`src/rtl/brick_game_ctrl.sv`:
```
// Frame-rate brick game sequencer: steers the board, drops bricks and scores catches.
// Every game update lands on the vsync falling edge so a frame never shows a half update.
module brick_game_ctrl #(
    parameter int unsigned SCREEN_W   = 640,
    parameter int unsigned SCREEN_H   = 480,
    parameter int unsigned BOARD_W    = 64,
    parameter int unsigned BOARD_Y    = 464,
    parameter int unsigned BRICK_SIZE = 50,
    parameter int unsigned BOARD_STEP = 4,
    parameter int unsigned BRICK_STEP = 2,
    parameter logic [9:0]  LFSR_SEED  = 10'h001
) (
    input  logic       dclk,
    input  logic       rst,
    input  logic       vsync,
    input  logic       btn_left,
    input  logic       btn_right,
    input  logic       btn_start,
    output logic [9:0] board_x,
    output logic [9:0] board_y,
    output logic [9:0] brick_x,
    output logic [9:0] brick_y,
    output logic [7:0] score,
    output logic       game_over,
    output logic [1:0] state
);
    typedef enum logic [1:0] {StIdle = 2'd0, StFall = 2'd1, StOver = 2'd2} state_e;

    localparam logic [10:0] BoardXMax  = 11'(SCREEN_W - BOARD_W);
    localparam logic [9:0]  BoardXInit = 10'((SCREEN_W - BOARD_W) / 2);
    localparam logic [9:0]  BrickXInit = 10'((SCREEN_W - BRICK_SIZE) / 2);
    localparam logic [9:0]  SpawnRange = 10'(SCREEN_W - BRICK_SIZE);
    localparam logic [9:0]  BrickYLand = 10'(BOARD_Y - BRICK_SIZE);
    localparam logic [10:0] BoardStep  = 11'(BOARD_STEP);
    localparam logic [10:0] BrickStep  = 11'(BRICK_STEP);
    localparam logic [10:0] BrickSize  = 11'(BRICK_SIZE);
    localparam logic [10:0] BoardW     = 11'(BOARD_W);
    localparam logic [10:0] BoardY     = 11'(BOARD_Y);

    if (BOARD_Y >= SCREEN_H || BRICK_SIZE >= BOARD_Y) begin : g_bad_geometry
        $error("brick_game_ctrl: board row must lie inside the active area");
    end

    state_e      state_q, state_d;
    logic        vsync_q;
    logic [9:0]  lfsr_q;
    logic [9:0]  board_x_q, board_x_d;
    logic [9:0]  brick_x_q, brick_x_d;
    logic [9:0]  brick_y_q, brick_y_d;
    logic [7:0]  score_q, score_d;
    logic        game_over_q, game_over_d;
    logic        tick, land, hit;
    logic [9:0]  spawn_x;
    logic [10:0] bx_cur, nbx, ny, bk_x;

    assign tick    = vsync_q & ~vsync;
    // Folding the upper LFSR range back keeps every spawn fully on screen.
    assign spawn_x = (lfsr_q < SpawnRange) ? lfsr_q : lfsr_q - SpawnRange;
    assign bx_cur  = {1'b0, board_x_q};
    assign bk_x    = {1'b0, brick_x_q};
    assign ny      = {1'b0, brick_y_q} + BrickStep;
    assign land    = (ny + BrickSize) >= BoardY;
    assign hit     = (bk_x < nbx + BoardW) && (bk_x + BrickSize > nbx);

    always_comb begin
        nbx = bx_cur;
        if (btn_left && !btn_right) begin
            nbx = (bx_cur >= BoardStep) ? bx_cur - BoardStep : '0;
        end else if (btn_right && !btn_left) begin
            nbx = (bx_cur + BoardStep > BoardXMax) ? BoardXMax : bx_cur + BoardStep;
        end
    end

    always_comb begin
        state_d     = state_q;
        board_x_d   = board_x_q;
        brick_x_d   = brick_x_q;
        brick_y_d   = brick_y_q;
        score_d     = score_q;
        game_over_d = game_over_q;
        case (state_q)
            StIdle: begin
                if (btn_start) begin
                    state_d   = StFall;
                    score_d   = '0;
                    brick_y_d = '0;
                    brick_x_d = spawn_x;
                    board_x_d = BoardXInit;
                end
            end
            StFall: begin
                if (tick) begin
                    board_x_d = nbx[9:0];
                    if (!land) begin
                        brick_y_d = ny[9:0];
                    end else if (hit) begin
                        score_d   = (score_q == 8'hFF) ? score_q : score_q + 8'd1;
                        brick_y_d = '0;
                        brick_x_d = spawn_x;
                    end else begin
                        brick_y_d   = BrickYLand;
                        game_over_d = 1'b1;
                        state_d     = StOver;
                    end
                end
            end
            StOver: begin
                if (btn_start) begin
                    state_d     = StIdle;
                    game_over_d = 1'b0;
                end
            end
            default: state_d = StIdle;
        endcase
    end

    always_ff @(posedge dclk) begin
        if (rst) begin
            vsync_q     <= 1'b1;
            lfsr_q      <= LFSR_SEED;
            state_q     <= StIdle;
            board_x_q   <= BoardXInit;
            brick_x_q   <= BrickXInit;
            brick_y_q   <= '0;
            score_q     <= '0;
            game_over_q <= 1'b0;
        end else begin
            vsync_q     <= vsync;
            lfsr_q      <= {lfsr_q[8:0], lfsr_q[9] ^ lfsr_q[6]};
            state_q     <= state_d;
            board_x_q   <= board_x_d;
            brick_x_q   <= brick_x_d;
            brick_y_q   <= brick_y_d;
            score_q     <= score_d;
            game_over_q <= game_over_d;
        end
    end

    assign board_x   = board_x_q;
    assign board_y   = 10'(BOARD_Y);
    assign brick_x   = brick_x_q;
    assign brick_y   = brick_y_q;
    assign score     = score_q;
    assign game_over = game_over_q;
    assign state     = state_q;

endmodule

```
`config.mk`:
```
export PLATFORM = sky130hd
export DESIGN_NAME = brick_game_ctrl
export DESIGN_NICKNAME = d
export VERILOG_FILES = /design/src/rtl/brick_game_ctrl.sv
export SDC_FILE = /design/constraint.sdc
export NUM_CORES = 1
export LEC_CHECK = 0
export BUFFER_PORTS_ARGS = -buffer_cell sky130_fd_sc_hd__buf_2
export CAP_MARGIN = 25
export CORE_ASPECT_RATIO = 1.1
export CORE_UTILIZATION = 45
export DETAILED_ROUTE_END_ITERATION = 10
export PLACE_DENSITY_LB_ADDON = 0.05
export REMOVE_ABC_BUFFERS = 1
export SYNTH_ARGS = -nofsm -noshare
export SYNTH_HDL_FRONTEND = slang
export SYNTH_SLANG_ARGS = --single-unit
```
`constraint.sdc`:
```
create_clock -name dclk -period 5.52 [get_ports dclk]
set_input_delay 0.552 -clock dclk [delete_from_list [all_inputs] [get_ports dclk]]
set_output_delay 0.552 -clock dclk [all_outputs]
set_load 0.005 [all_outputs]
```
# [Word-level counts from Yosys, hierarchy flattened]
# Index checks and enable logic that the tools add are counted.
[op_classes] add_sub_neg=8 bitwise_logic=3 n_reduce_logical=13 n_eq_ne=10 order_cmp=6 muxes=35
[ops] operator="2-to-1 mux 10 bit" count=10
[ops] operator="case mux 10 bit (2 select lines)" count=3
[ops] operator="2-to-1 mux 11 bit" count=4
[ops] operator="2-to-1 mux 8 bit" count=5
[ops] operator="case mux 8 bit (2 select lines)" count=1
[ops] operator="AND reduction 5 bit" count=3
[ops] operator="!= test 2 bit, second input constant" count=7
[ops] operator="adder 10 x 2 -> 11 bit, second input constant" count=1
[ops] operator="adder 10 x 3 -> 11 bit, second input constant" count=1
[ops] operator="adder 10 x 6 -> 11 bit, second input constant" count=1
[ops] operator="adder 11 x 6 -> 11 bit, second input constant" count=1
[ops] operator="adder 11 x 7 -> 11 bit, second input constant" count=1
[ops] operator=">= comparator 11 x 9 -> 1 bit, second input constant" count=1
[ops] operator="> comparator 11 x 10 -> 1 bit, second input constant" count=1
[ops] operator="> comparator 11 bit" count=1
[ops] operator="< comparator 10 x 11 -> 1 bit" count=1
[ops] operator="subtractor 10 x 3 -> 11 bit, second input constant" count=1
[ops] operator=">= comparator 10 x 3 -> 1 bit, second input constant" count=1
[ops] operator="< comparator 10 bit, second input constant" count=1
[ops] operator="2-to-1 mux 2 bit" count=5
[ops] operator="subtractor 10 bit, second input constant" count=1
[ops] operator="2-to-1 mux 9 bit" count=1
[ops] operator="adder 8 x 1 -> 8 bit, second input constant" count=1
[ops] operator="== test 8 bit, second input constant" count=1
[ops] operator="other kinds (14)" count=21
[totals] word_cells=83 input_bits=6 output_inout_bits=51 register_bits=52

# [Longest topological paths before layout]
# Gate-level depths: netlist (run 1).
[logic_depth] depth_word=12 depth_mapped=21 depth_no_buf=20

# [Least setup slack after synthesis (run 1)]
# No wires, ideal clock.
[synth_path] path_kind="register to register" from="register board_x_q[2] (netlist: board_x[2])" to="register score_q[5] (netlist: score[5])" path_buffers=1 required_ns=5.461 setup_slack_ns=1.211 stages_incl_launch_ff=21 period_less_slack_ns=4.309 arrival_ns=4.250 setup_time_ns=0.059 cell_sequence="dfxtp_1 -> ha_1 -> buf_2 -> nand3_1 -> xor2_1 -> a311oi_1 -> o32a_1 -> nor2_1 -> a221oi_1 -> a21oi_1 -> nand2_1 -> inv_1 -> ha_1 -> xnor2_1 -> ha_1 -> a21o_1 -> a211o_1 -> a31o_4 -> a221o_1 -> or4_1 -> nand2_1"
[synth_via] elab_chain_cells=10 word_cells_on_any_way=14 classes_between="add/sub: 3; order compare: 4; eq/ne: 1; mux: 4; reduce/logical: 2"
[synth_rtl] element="start: declaration" line="47" text="logic [9:0] board_x_q, board_x_d;"
[synth_rtl] element="start signal: assignment" line="122" text="board_x_q <= BoardXInit;"
[synth_rtl] element="start signal: assignment" line="131" text="board_x_q <= board_x_d;"
[synth_rtl] element="adder 10 x 3 -> 11 bit" line="70" text="nbx = (bx_cur + BoardStep > BoardXMax) ? BoardXMax : bx_cur + BoardStep;"
[synth_rtl] element="> comparator 11 x 10 -> 1 bit" line="70"
[synth_rtl] element="2-to-1 mux 11 bit" line="70"
[synth_rtl] element="2-to-1 mux 11 bit" line="69" text="end else if (btn_right && !btn_left) begin"
[synth_rtl] element="2-to-1 mux 11 bit *" line="67" text="if (btn_left && !btn_right) begin"
[synth_rtl] element="adder 11 x 7 -> 11 bit" line="63" text="assign hit = (bk_x < nbx + BoardW) && (bk_x + BrickSize > nbx);"
[synth_rtl] element="< comparator 10 x 11 -> 1 bit" line="63"
[synth_rtl] element="logical AND 1 bit *" line="63"
[synth_rtl] element="!= test 2 bit (no source line) *"
[synth_rtl] element="AND reduction 6 bit (no source line) *"
[synth_rtl] element="end signal: assignment" line="134" text="score_q <= score_d;"
[synth_rtl] element="end: declaration" line="50" text="logic [7:0] score_q, score_d;"
# Every way passes the cells marked *; elsewhere a longest branch is shown, timed or not.
# A chain may end at the register's enable or synchronous reset.

# [Final worst setup path (run 1)]
[layout_path] from="register board_x_q[2] (netlist: board_x[2])" to="register brick_x_q[8] (netlist: brick_x[8])"
[layout_via] elab_chain_cells=10 word_cells_on_any_way=14 classes_between="add/sub: 3; order compare: 4; eq/ne: 1; mux: 4; reduce/logical: 2"
[layout_rtl] element="adder 10 x 3 -> 11 bit" line="70"
[layout_rtl] element="> comparator 11 x 10 -> 1 bit" line="70"
[layout_rtl] element="2-to-1 mux 11 bit" line="70"
[layout_rtl] element="2-to-1 mux 11 bit" line="69"
[layout_rtl] element="2-to-1 mux 11 bit *" line="67"
[layout_rtl] element="adder 11 x 7 -> 11 bit" line="63"
[layout_rtl] element="< comparator 10 x 11 -> 1 bit" line="63"
[layout_rtl] element="logical AND 1 bit *" line="63"
[layout_rtl] element="!= test 2 bit (no source line) *"
[layout_rtl] element="AND reduction 5 bit (no source line) *"
[layout_rtl] element="end signal: assignment" line="123" text="brick_x_q <= BrickXInit;"
[layout_rtl] element="end signal: assignment" line="132" text="brick_x_q <= brick_x_d;"
[layout_rtl] element="end: declaration" line="48" text="logic [9:0] brick_x_q, brick_x_d;"
# Marked as above.

==> results of run 1 <==
## stage by stage
| step | utilization [%] | setup WS, ps |
|---|---|---|
| after floorplan | - | 1160 |
| after global placement | 48.6 | 650 |
| after detailed placement | 48.6 | 601 |
| after CTS | 50.1 | 570 |
| after global routing | 50.1 | 53.8 |
| final | 50.1 | 535 |
## worst min-delay path by stage
stage,endpoint,depth (start not counted)
after floorplan,lfsr_q[1],1
after global placement,lfsr_q[1],1
after detailed placement,lfsr_q[1],1
after CTS,vsync_q,2
after global routing,vsync_q,2
final,vsync_q,2
## registers in the layout, indices dropped and copies added (netlist names)
register and count:
board_x 10, brick_x 10, brick_y 9, game_over 1
lfsr_q 10, score 8, state 2, vsync_q 1
## kinds of logic after synthesis
kind of cell	after synthesis
buf+inv	55
mux	8
other cells	2
fa+ha+maj	30
compound gates	155
flops	51
simple gates	193
xor+xnor	22
## final cells by class
cell class              count  area [um^2]
inverters                  18         67.6
flip-flops and latches     51         1020
fillers                   894         4410
clock buffers               6         72.6
repair buffers             47          240
clock inverters             2         60.1
multi-input cells         419         2820
well taps                 114          143
## Yosys cell counts, drive strengths merged (3+ instances only)
library cell	n	area, um^2
a211o	4	35.0
a211oi	7	65.1
a21o	7	52.6
a21oi	37	189
a22oi	6	45.0
a311oi	6	52.6
a31oi	9	56.3
and2	5	31.3
and3	4	25.0
buf	25	156
clkbuf	12	45.0
dfxtp	51	1020
ha	30	375
inv	18	67.6
mux2	5	60.1
mux2i	3	30.0
nand2	41	154
nand2b	10	70.1
nand3	20	100
nand4	13	87.6
nor2	42	158
nor2b	20	125
nor3	6	35.0
nor4	4	25.0
nor4b	3	32.5
o211ai	4	30.0
o21ai	32	171
o21bai	3	22.5
o22ai	5	31.3
o31ai	9	67.6
or2	6	37.5
or3	6	37.5
xnor2	13	121
xor2	9	78.8
## power breakdown
part | total (uW) | switching, uW | leakage (uW) | internal (uW)
sequential | 415 | 31.4 | 0.000415 | 384
combinational | 234 | 142 | 0.00134 | 93.0
clock | 313 | 132 | 0.0000654 | 181
## per-layer routing
layer	global-route usage [%]	vias up	routed length [um]
li1	-	1937	-
met1	33.6	1826	5270
met2	38.1	101	5000
met3	3.15	13	445
met4	5.56	0	150
met5	0	-	0
==> impl_results.md, run 1 <==
- Yosys cell types: 76
- XOR/XNOR Fraction of Synth Area: 4.91%
- Layout Nets: 578
- FF-to-FF setup slack: 530 ps
- Status: completed
- Crit path time final: 4990 ps
- Max Slew Vio Count: 0
- Post-synth EDFFs: 0
- Cts-stage hold buffer count: 0
- CP most frequent cell: ha_1
- CP top delay family: compound AO/OA/AOI/OAI gates
- Synth Warn #: 0
- Startpoint types: flop
- Die area: 9440 um^2
- Initial drt markers: 207
- Largest family of logic cells by synthesized area: compound AO/OA/AOI/OAI gates
- Min Hold Slack: 449 ps
- Crit path cell chain: ha_1 -> nand3_1 -> xor2_1 -> a311oi_1 -> o32a_1 -> nor2_1 -> a221oi_1 -> a21oi_1 -> nand2_1 -> inv_1 -> ha_1 -> xnor2_1 -> ha_1 -> a21o_1 -> a211o_1 -> a31o_4 -> o21ai_4 -> nand2_1 -> a211o_1
- Die width: 92.7 um
- Area Overhead vs Synth: 8.54%
- RSZ-0062 raised after global routing: no
- # Post-CTS Setup Buffers: 0
- Clk root buf: clkbuf_8
- Tightest Hold Check Type: in2reg
- Post-Route WL: 10,900 um
- Deepest clock path buffer count: 2
- Register area share after synthesis: 25.1%
- Via density per instance: 5.90
- Reg-to-Reg Start: board_x[2]
- WP data required: 5730 ps
- Core Box Area: 8830 um^2
- Pwr Total: 963 uW
- Compound-gate portion of the synthesized area: 26.4%
- Mapped Cells: 516
- First-pass GRT wire length: 17,800 um
- Initial antenna violation count: 0
- Clock Latency Late Sink: 310 ps
- Max-slew headroom: 36.7%
- Mean Syn Cell Area: 7.90 um^2
- Max Cap Viol: 0
- Fin area: 4420 um^2
- Vias in the first global route: 3,495
- Crit share post-route: 90.3%
- Die Y: 102 um
- Post-route setup TNS: 0 ps
- Seq cells post-synth: 51
- Slew @ Worst Pin: 942 ps
- Crit path capture type: flop
- Worst setup path startpoint: board_x[2]
- Peak supply drop: 0.000127 V
- CTS tree: built
- Vias: 3,877
- Simple-Gate Fraction of Synth Area: 25.4%
- Mux contribution to synthesized area: 2.21%
- P_leak: 0.00182 uW
- Initial Util: 46.1%
- Stages on worst setup path: 19
- HP Start: vsync
- Rows: 36
- Placed cell count: 649
- Most frequent cells in the layout: dfxtp_1, buf_2, nor2_1
- CTS Buf Count: 5
- Crit Path Class: reg2reg
- Largest net degree at the start of global routing: 53
- Final setup viols: 0
- H-tree lvl count: 2
- Worst Reg2Reg Path Length in Cells: 19
- DRT Pass-1 Iters: 7
- Worst Path Max Fanout: 12
- Slowest stage delay, CP: 590 ps
- Pwr per Cell Area: 218 nW/um^2
- Synthesized area: 4070 um^2
- Clock transition at path regs: 100 ps
- Clock skew: 12.7 ps
- Final Non-Filler Cells: 657
- GR Util All Layers: 23.6%
- WL per Instance: 16.5 um
- CP arrival: 5190 ps
- Top FF cell, synth: dfxtp_1
- Placement Cell Area: 4290 um^2
- Adder-Cell Fraction of Synth Area: 9.21%
- Async set-reset flop share out of synthesis: 0%
- Placed wire-length estimate: 7940 um
- Slowest cell on the critical path: dfxtp_1
- Share of layout cells above drive strength 1: 14.0%
- DRT antenna net count: 0
- # clock sinks: 51
- GRT overflow: 0
- PortBufs: 45
- Worst r2r dst: brick_x[8]
- CTS resizes: 0
- Fmax: 201 MHz
- Most common cell after layout, fill and taps aside: dfxtp_1
- # DRC: 0
- Antenna Diode Count: 0
- Final hold viol count: 0
- GPL Wtd Cong: 0.884
- End of the critical path: brick_x[8]
- Top-Level Pins: 57
- CP Buf/Inv Count: 1
Power figures use the tool's default switching activity.
==> run 2, diff against run 1 <==
==> constraint.sdc (replaced) <==
create_clock -name dclk -period 5.6 [get_ports dclk]
set_input_delay 0.56 -clock dclk [delete_from_list [all_inputs] [get_ports dclk]]
set_output_delay 0.56 -clock dclk [all_outputs]
set_load 0.005 [all_outputs]
==> run 2 against run 1 <==
  * Global-route usage decreased by 0.81 points
  * Total power is 11% lower
  * Non-clock buffer count unchanged
  * Clock-buffer cell count fell by 1
  * Largest cell class unchanged
  * Register-to-register slack better by 30 ps
  * Combinational power decreased by 2%
  * Cell count did not move
==> impl_results.md, run 2 (synthesized netlist as in run 1, its figures left out) <==
- Status: completed
- Logic pwr share: 26.8% (+2.5 points)
- Worst Path Max Fanout: 12 (unchanged)
- Vias in the first global route: 3,504 (+0.26%)
- DRT antenna net count: 0 (unchanged)
- Post-route setup TNS: 0 ps (unchanged)
- DRT Pass-1 Iters: 5 (-2)
- Clock network power share: 25.6% (-6.9 points)
- Max Slew Vio Count: 0 (unchanged)
- # Post-CTS Setup Buffers: 0 (unchanged)
- Reg-to-Reg Start: board_x[2]
- Crit path capture type: flop
- GRT met2 Usage: 35.6% (-2.5 points)
- Met1 GRT Util: 32.5% (-1.1 points)
- Busiest grt layer: met2
- Worst r2r dst: brick_x[8]
- Pint: 558 uW (-15%)
- Startpoint types: flop
- Clock transition at path regs: 100 ps (about the same)
- Final setup viols: 0 (unchanged)
- Worst Reg2Reg Path Length in Cells: 16 (-3)
- Clock Latency Late Sink: 310 ps (about the same)
- Antenna Diode Count: 0 (unchanged)
- Clk root buf: clkbuf_8
- # clock sinks: 51 (unchanged)
- Fmax: 199 MHz (-1.0%)
- Switching pwr: 299 uW (-1.8%)
- Die area: 9440 um^2 (unchanged)
- Layout filler cell count: 913 (+2.1%)
- First-pass GRT wire length: 17,400 um (-2.3%)
- Hold Path Cell Cnt: 2 (unchanged)
- GRT overflow: 0 (unchanged)
- Largest net degree at the start of global routing: 53 (unchanged)
- Crit path time final: 5040 ps (+52.4 ps)
- RSZ-0062 raised after global routing: no
- # DRC: 0 (unchanged)
- Crit Path Class: reg2reg
- Area Overhead vs Synth: 7.43%
- Switching power share of the total: 34.9% (+3.2 points)
- Die width: 92.7 um (unchanged)
- FF-to-FF setup slack: 560 ps (+30 ps)
- Flop pwr share: 47.6% (+4.5 points)
- Rows: 36 (unchanged)
- Most frequent cells in the layout: dfxtp_1, buf_2, nor2_1
- Layout Nets: 578 (unchanged)
- CTS Buf Count: 5 (unchanged)
- Top-Level Pins: 57 (unchanged)
- Initial drt markers: 204 (-1.4%)
- CTS tree: built
- GR Util All Layers: 22.8% (-0.81 points)
- WP data required: 5810 ps (+80 ps)
- Post-Route WL: 10,500 um (-3.7%)
- Vias: 3,880 (+0.077%)
- Final hold viol count: 0 (unchanged)
- GPL Wtd Cong: 0.877 (-0.75%)
- Max-slew headroom: 39.7% (+3.0 points)
- Die Y: 102 um (unchanged)
- H-tree lvl count: 2 (unchanged)
- Crit share post-route: 90.0% (-0.35 points)
- Most common cell after layout, fill and taps aside: dfxtp_1
- CTS resizes: 0 (unchanged)
- HP Start: vsync
- Cts-stage hold buffer count: 0 (unchanged)
- CP arrival: 5250 ps (+60 ps)
- Via density per instance: 5.91 (about the same)
- Tightest Hold Check Type: in2reg
- Max Cap Viol: 0 (unchanged)
- Slew @ Worst Pin: 905 ps (-37.1 ps)
- Peak supply drop: 0.000115 V (-9.4%)
- WL per Instance: 15.9 um (-3.7%)
- Share of layout cells above drive strength 1: 14.2% (+0.18 points)
- Pwr per Cell Area: 196 nW/um^2 (-10%)
- P_leak: 0.00181 uW (-0.94%)
- Placement Cell Area: 4290 um^2 (unchanged)
- Worst Hold Path EP: vsync_q
- Initial Util: 46.1% (unchanged)
- Met3 Track Usage GR: 3.00% (-0.15 points)
- Initial antenna violation count: 0 (unchanged)
- Deepest clock path buffer count: 2 (unchanged)
- Clock skew: 11.8 ps (-0.917 ps)
- Core Box Area: 8830 um^2 (unchanged)
- Placed wire-length estimate: 7760 um (-2.3%)
- PortBufs: 45 (unchanged)
- Fin area: 4380 um^2 (-1.0%)
[run 2: layout make-up]
class                   count  area (um^2)  area share, %
clock buffers               5         68.8           1.57
inverters                  18         67.6           1.54
clock inverters             3         18.8          0.429
multi-input cells         419         2820           64.4
well taps                 114          143           3.26
repair buffers             47          240           5.49
flip-flops and latches     51         1020           23.3
[run 2: worst max-delay path, stage by stage (launching register included)]
cell and delay, ps:
dfxtp_1 590, ha_1 210, or3b_1 360, o31ai_1 490, nor4b_1 180, nor2_1 210, nand3_1 100, a32oi_1 540
ha_1 330, xnor2_1 130, ha_1 250, a21o_1 160, a211o_1 310, a31o_4 260, o21ai_4 250, nand2_1 230
a211o_1 330
[run 2: how the worst max path moves through the flow]
stage	from	endpoint	slack (ps)
after floorplan	board_x[2]	brick_x[8]	1240
final	board_x[2]	brick_x[8]	560
after global routing	board_x[2]	brick_x[8]	210
after global placement	board_x[2]	brick_x[8]	740
after CTS	board_x[2]	brick_x[8]	620
after detailed placement	board_x[2]	brick_x[8]	650
[run 2: power groups by stage]
| stage | Combinational (uW) | Sequential [uW] | Clock, uW |
|---|---|---|---|
| after floorplan | 158 | 409 | 0 |
| after global placement | 229 | 417 | 0 |
| after detailed placement | 227 | 417 | 0 |
| after CTS | 228 | 408 | 228 |
| after global routing | 257 | 412 | 243 |
| final | 230 | 408 | 219 |
[run 2: through the flow]
stage	util (%)	setup WS (ps)	hold WS, ps	total power, uW	std cells
2_1_floorplan	-	1240	438	568	488
4_1_cts	49.6	618	450	864	657
3_3_place_gp	48.6	742	464	646	649
5_1_grt	49.6	209	458	913	657
6_report	49.6	563	455	857	657
3_5_place_dp	48.6	647	464	644	649
[run 2: per-layer routing]
metal  up-vias  routed length, um
li1       1936                  -
met1      1813               5120
met2       112               4670
met3        19                441
met4         0                231
met5         -                  0
==> run 3, diff against run 2 <==
--- a/config.mk
+++ b/config.mk
@@ -7,7 +7,6 @@
 export LEC_CHECK = 0
 export BUFFER_PORTS_ARGS = -buffer_cell sky130_fd_sc_hd__buf_2
 export CAP_MARGIN = 25
-export CORE_ASPECT_RATIO = 1.1
 export CORE_UTILIZATION = 45
 export DETAILED_ROUTE_END_ITERATION = 10
 export PLACE_DENSITY_LB_ADDON = 0.05
==> run 3 against run 2 <==
  * Clock-buffer cell count increased by 1
  * Critical path depth unchanged
  * Sequential power barely moved
  * Largest power group unchanged
  * Clock power up 5%
  * Global-route usage down 0.81 points
  * Combinational power about the same
  * Cell area about the same
  * Register-to-register slack better by 110 ps
  * Die area is essentially flat
==> impl_results.md, run 3 (synthesized netlist as in run 1, its figures left out) <==
- Max-slew headroom: 40.2% (+0.51 points)
- Rows: 34 (-5.6%)
- Final setup viols: 0 (unchanged)
- Crit path capture type: flop
- FF-to-FF setup slack: 670 ps (+110 ps)
- Slew @ Worst Pin: 897 ps (-7.65 ps)
- Area Overhead vs Synth: 7.46% (about the same)
- Die area: 9440 um^2 (about the same)
- GPL Wtd Cong: 0.873 (-0.41%)
- Layout Nets: 578 (unchanged)
- Clk root buf: clkbuf_8
- Die Y: 97.1 um (-4.6%)
- Initial drt markers: 171 (-16%)
- H-tree lvl count: 2 (unchanged)
- Post-Place Worst Slack: 706 ps (+58.6 ps)
- Via density per instance: 5.88 (-0.40%)
- Post-route setup TNS: 0 ps (unchanged)
- # Post-CTS Setup Buffers: 0 (unchanged)
- Startpoint types: flop
- Post-Route WL: 10,300 um (-1.4%)
- P_leak: 0.00181 uW (+0.18%)
- Fmax: 203 MHz (+2.2%)
- Deepest clock path buffer count: 2 (unchanged)
- Clock Latency Late Sink: 310 ps (about the same)
- Max Slew Vio Count: 0 (unchanged)
- Share of layout cells above drive strength 1: 14.2% (unchanged)
- Crit path cell chain: ha_1 -> or3b_1 -> o31ai_1 -> nor4b_1 -> nor2_1 -> nand3_1 -> a32oi_1 -> ha_1 -> xnor2_1 -> ha_1 -> a21o_1 -> a211o_1 -> a31o_4 -> o21ai_4 -> nand2_1 -> a211o_1
- Initial antenna violation count: 0 (unchanged)
- Top-Level Pins: 57 (unchanged)
- Final WS setup: 669 ps (+106 ps)
- Status: completed
- CTS tree: built
- Die width: 97.1 um (+4.8%)
- CP arrival: 5130 ps (-120 ps)
- WL per Instance: 15.8 um (-0.54%)
- Initial Util: 46.5% (+0.34 points)
- GRT overflow: 0 (unchanged)
- Largest net degree at the start of global routing: 53 (unchanged)
- Slowest stage delay, CP: 550 ps (-40 ps)
- Vias in the first global route: 3,555 (+1.5%)
- Crit Path Class: reg2reg
- Slowest cell on the critical path: dfxtp_1
- Core Box Area: 8760 um^2 (-0.74%)
- CTS resizes: 0 (unchanged)
- Min Hold Slack: 450 ps (-5.05 ps)
- Antenna Diode Count: 0 (unchanged)
- Clock skew: 6.70 ps (-5.12 ps)
- # clock sinks: 51 (unchanged)
- Final hold viol count: 0 (unchanged)
- # DRC: 0 (unchanged)
- CTS Buf Count: 5 (unchanged)
- Pwr Total: 867 uW (+1.1%)
- Crit path time final: 4930 ps (-106 ps)
- PortBufs: 45 (unchanged)
- Placed wire-length estimate: 7720 um (-0.51%)
- CP most frequent cell: ha_1
- CP top delay family: compound AO/OA/AOI/OAI gates
- Max Cap Viol: 0 (unchanged)
- WP data required: 5800 ps (about the same)
- DRT Pass-1 Iters: 4 (-1)
- Tightest Hold Check Type: in2reg
- GR Util All Layers: 22.0% (-0.81 points)
- DRT antenna net count: 0 (unchanged)
- First-pass GRT wire length: 17,300 um (-0.32%)
- Worst Path Max Fanout: 12 (unchanged)
- Most frequent cells in the layout: dfxtp_1, buf_2, nor2_1
- Peak supply drop: 0.000121 V (+5.7%)
- Crit share post-route: 88.1% (-1.9 points)
- Vias: 3,829 (-1.3%)
- Clock transition at path regs: 90 ps (about the same)
- Most common cell after layout, fill and taps aside: dfxtp_1
- Layout filler cell count: 860 (-5.8%)
- Cts-stage hold buffer count: 0 (unchanged)
- Pwr per Cell Area: 198 nW/um^2 (+1.1%)
- CP Buf/Inv Count: 0 (unchanged)
- RSZ-0062 raised after global routing: no
run 3: cell count changes in the layout (fill, tap and decap cells not counted), sizes merged:
cell	previous run	this run
clkinv	2	1
clkbuf	5	6
run 3: path summary, 6_finish.rpt:
check,depth (start not counted),to,start
max reg2reg,16,brick_x[8],board_x[2]
max,16,brick_x[8],board_x[2]
min reg2reg,1,lfsr_q[1],lfsr_q[0]
min,2,vsync_q,vsync
run 3: cell type report:
cell class / instances / area, um^2 / share of cell area, %
multi-input combinational: 419 / 2820 / 64.4
tap: 108 / 135 / 3.09
inverter: 18 / 67.6 / 1.54
clock buffer: 6 / 82.6 / 1.89
sequential: 51 / 1020 / 23.3
timing repair buffer: 47 / 240 / 5.49
clock inverter: 2 / 13.8 / 0.314
run 3: worst register-to-register path: stages, from the launching register on:
cell and delay (ps):
dfxtp_1 550, ha_1 210, or3b_1 360, o31ai_1 470, nor4b_1 160, nor2_1 220, nand3_1 100, a32oi_1 490
ha_1 310, xnor2_1 140, ha_1 270, a21o_1 170, a211o_1 310, a31o_4 260, o21ai_4 260, nand2_1 220
a211o_1 330
run 3: power breakdown:
part	leakage [uW]	switching, uW	total, uW	internal (uW)
combinational	0.00134	139	230	91.1
clock	0.0000516	127	229	101
sequential	0.000415	29.3	408	379
run 3: routing by layer:
metal	track usage, %	up-vias	routed length (um)
met1	30.0	1788	5020
li1	-	1927	-
met3	2.81	8	419
met2	37.2	106	4770
met4	4.48	0	91
met5	0	-	0
run 3: metrics by stage:
stage / instances / area (um^2) / util [%]
2_1_floorplan: 488 / 3910 / -
4_1_cts: 651 / 4380 / 50.0
3_5_place_dp: 643 / 4280 / 48.9
5_1_grt: 651 / 4380 / 50.0
6_report: 651 / 4380 / 50.0
3_3_place_gp: 643 / 4280 / 48.9
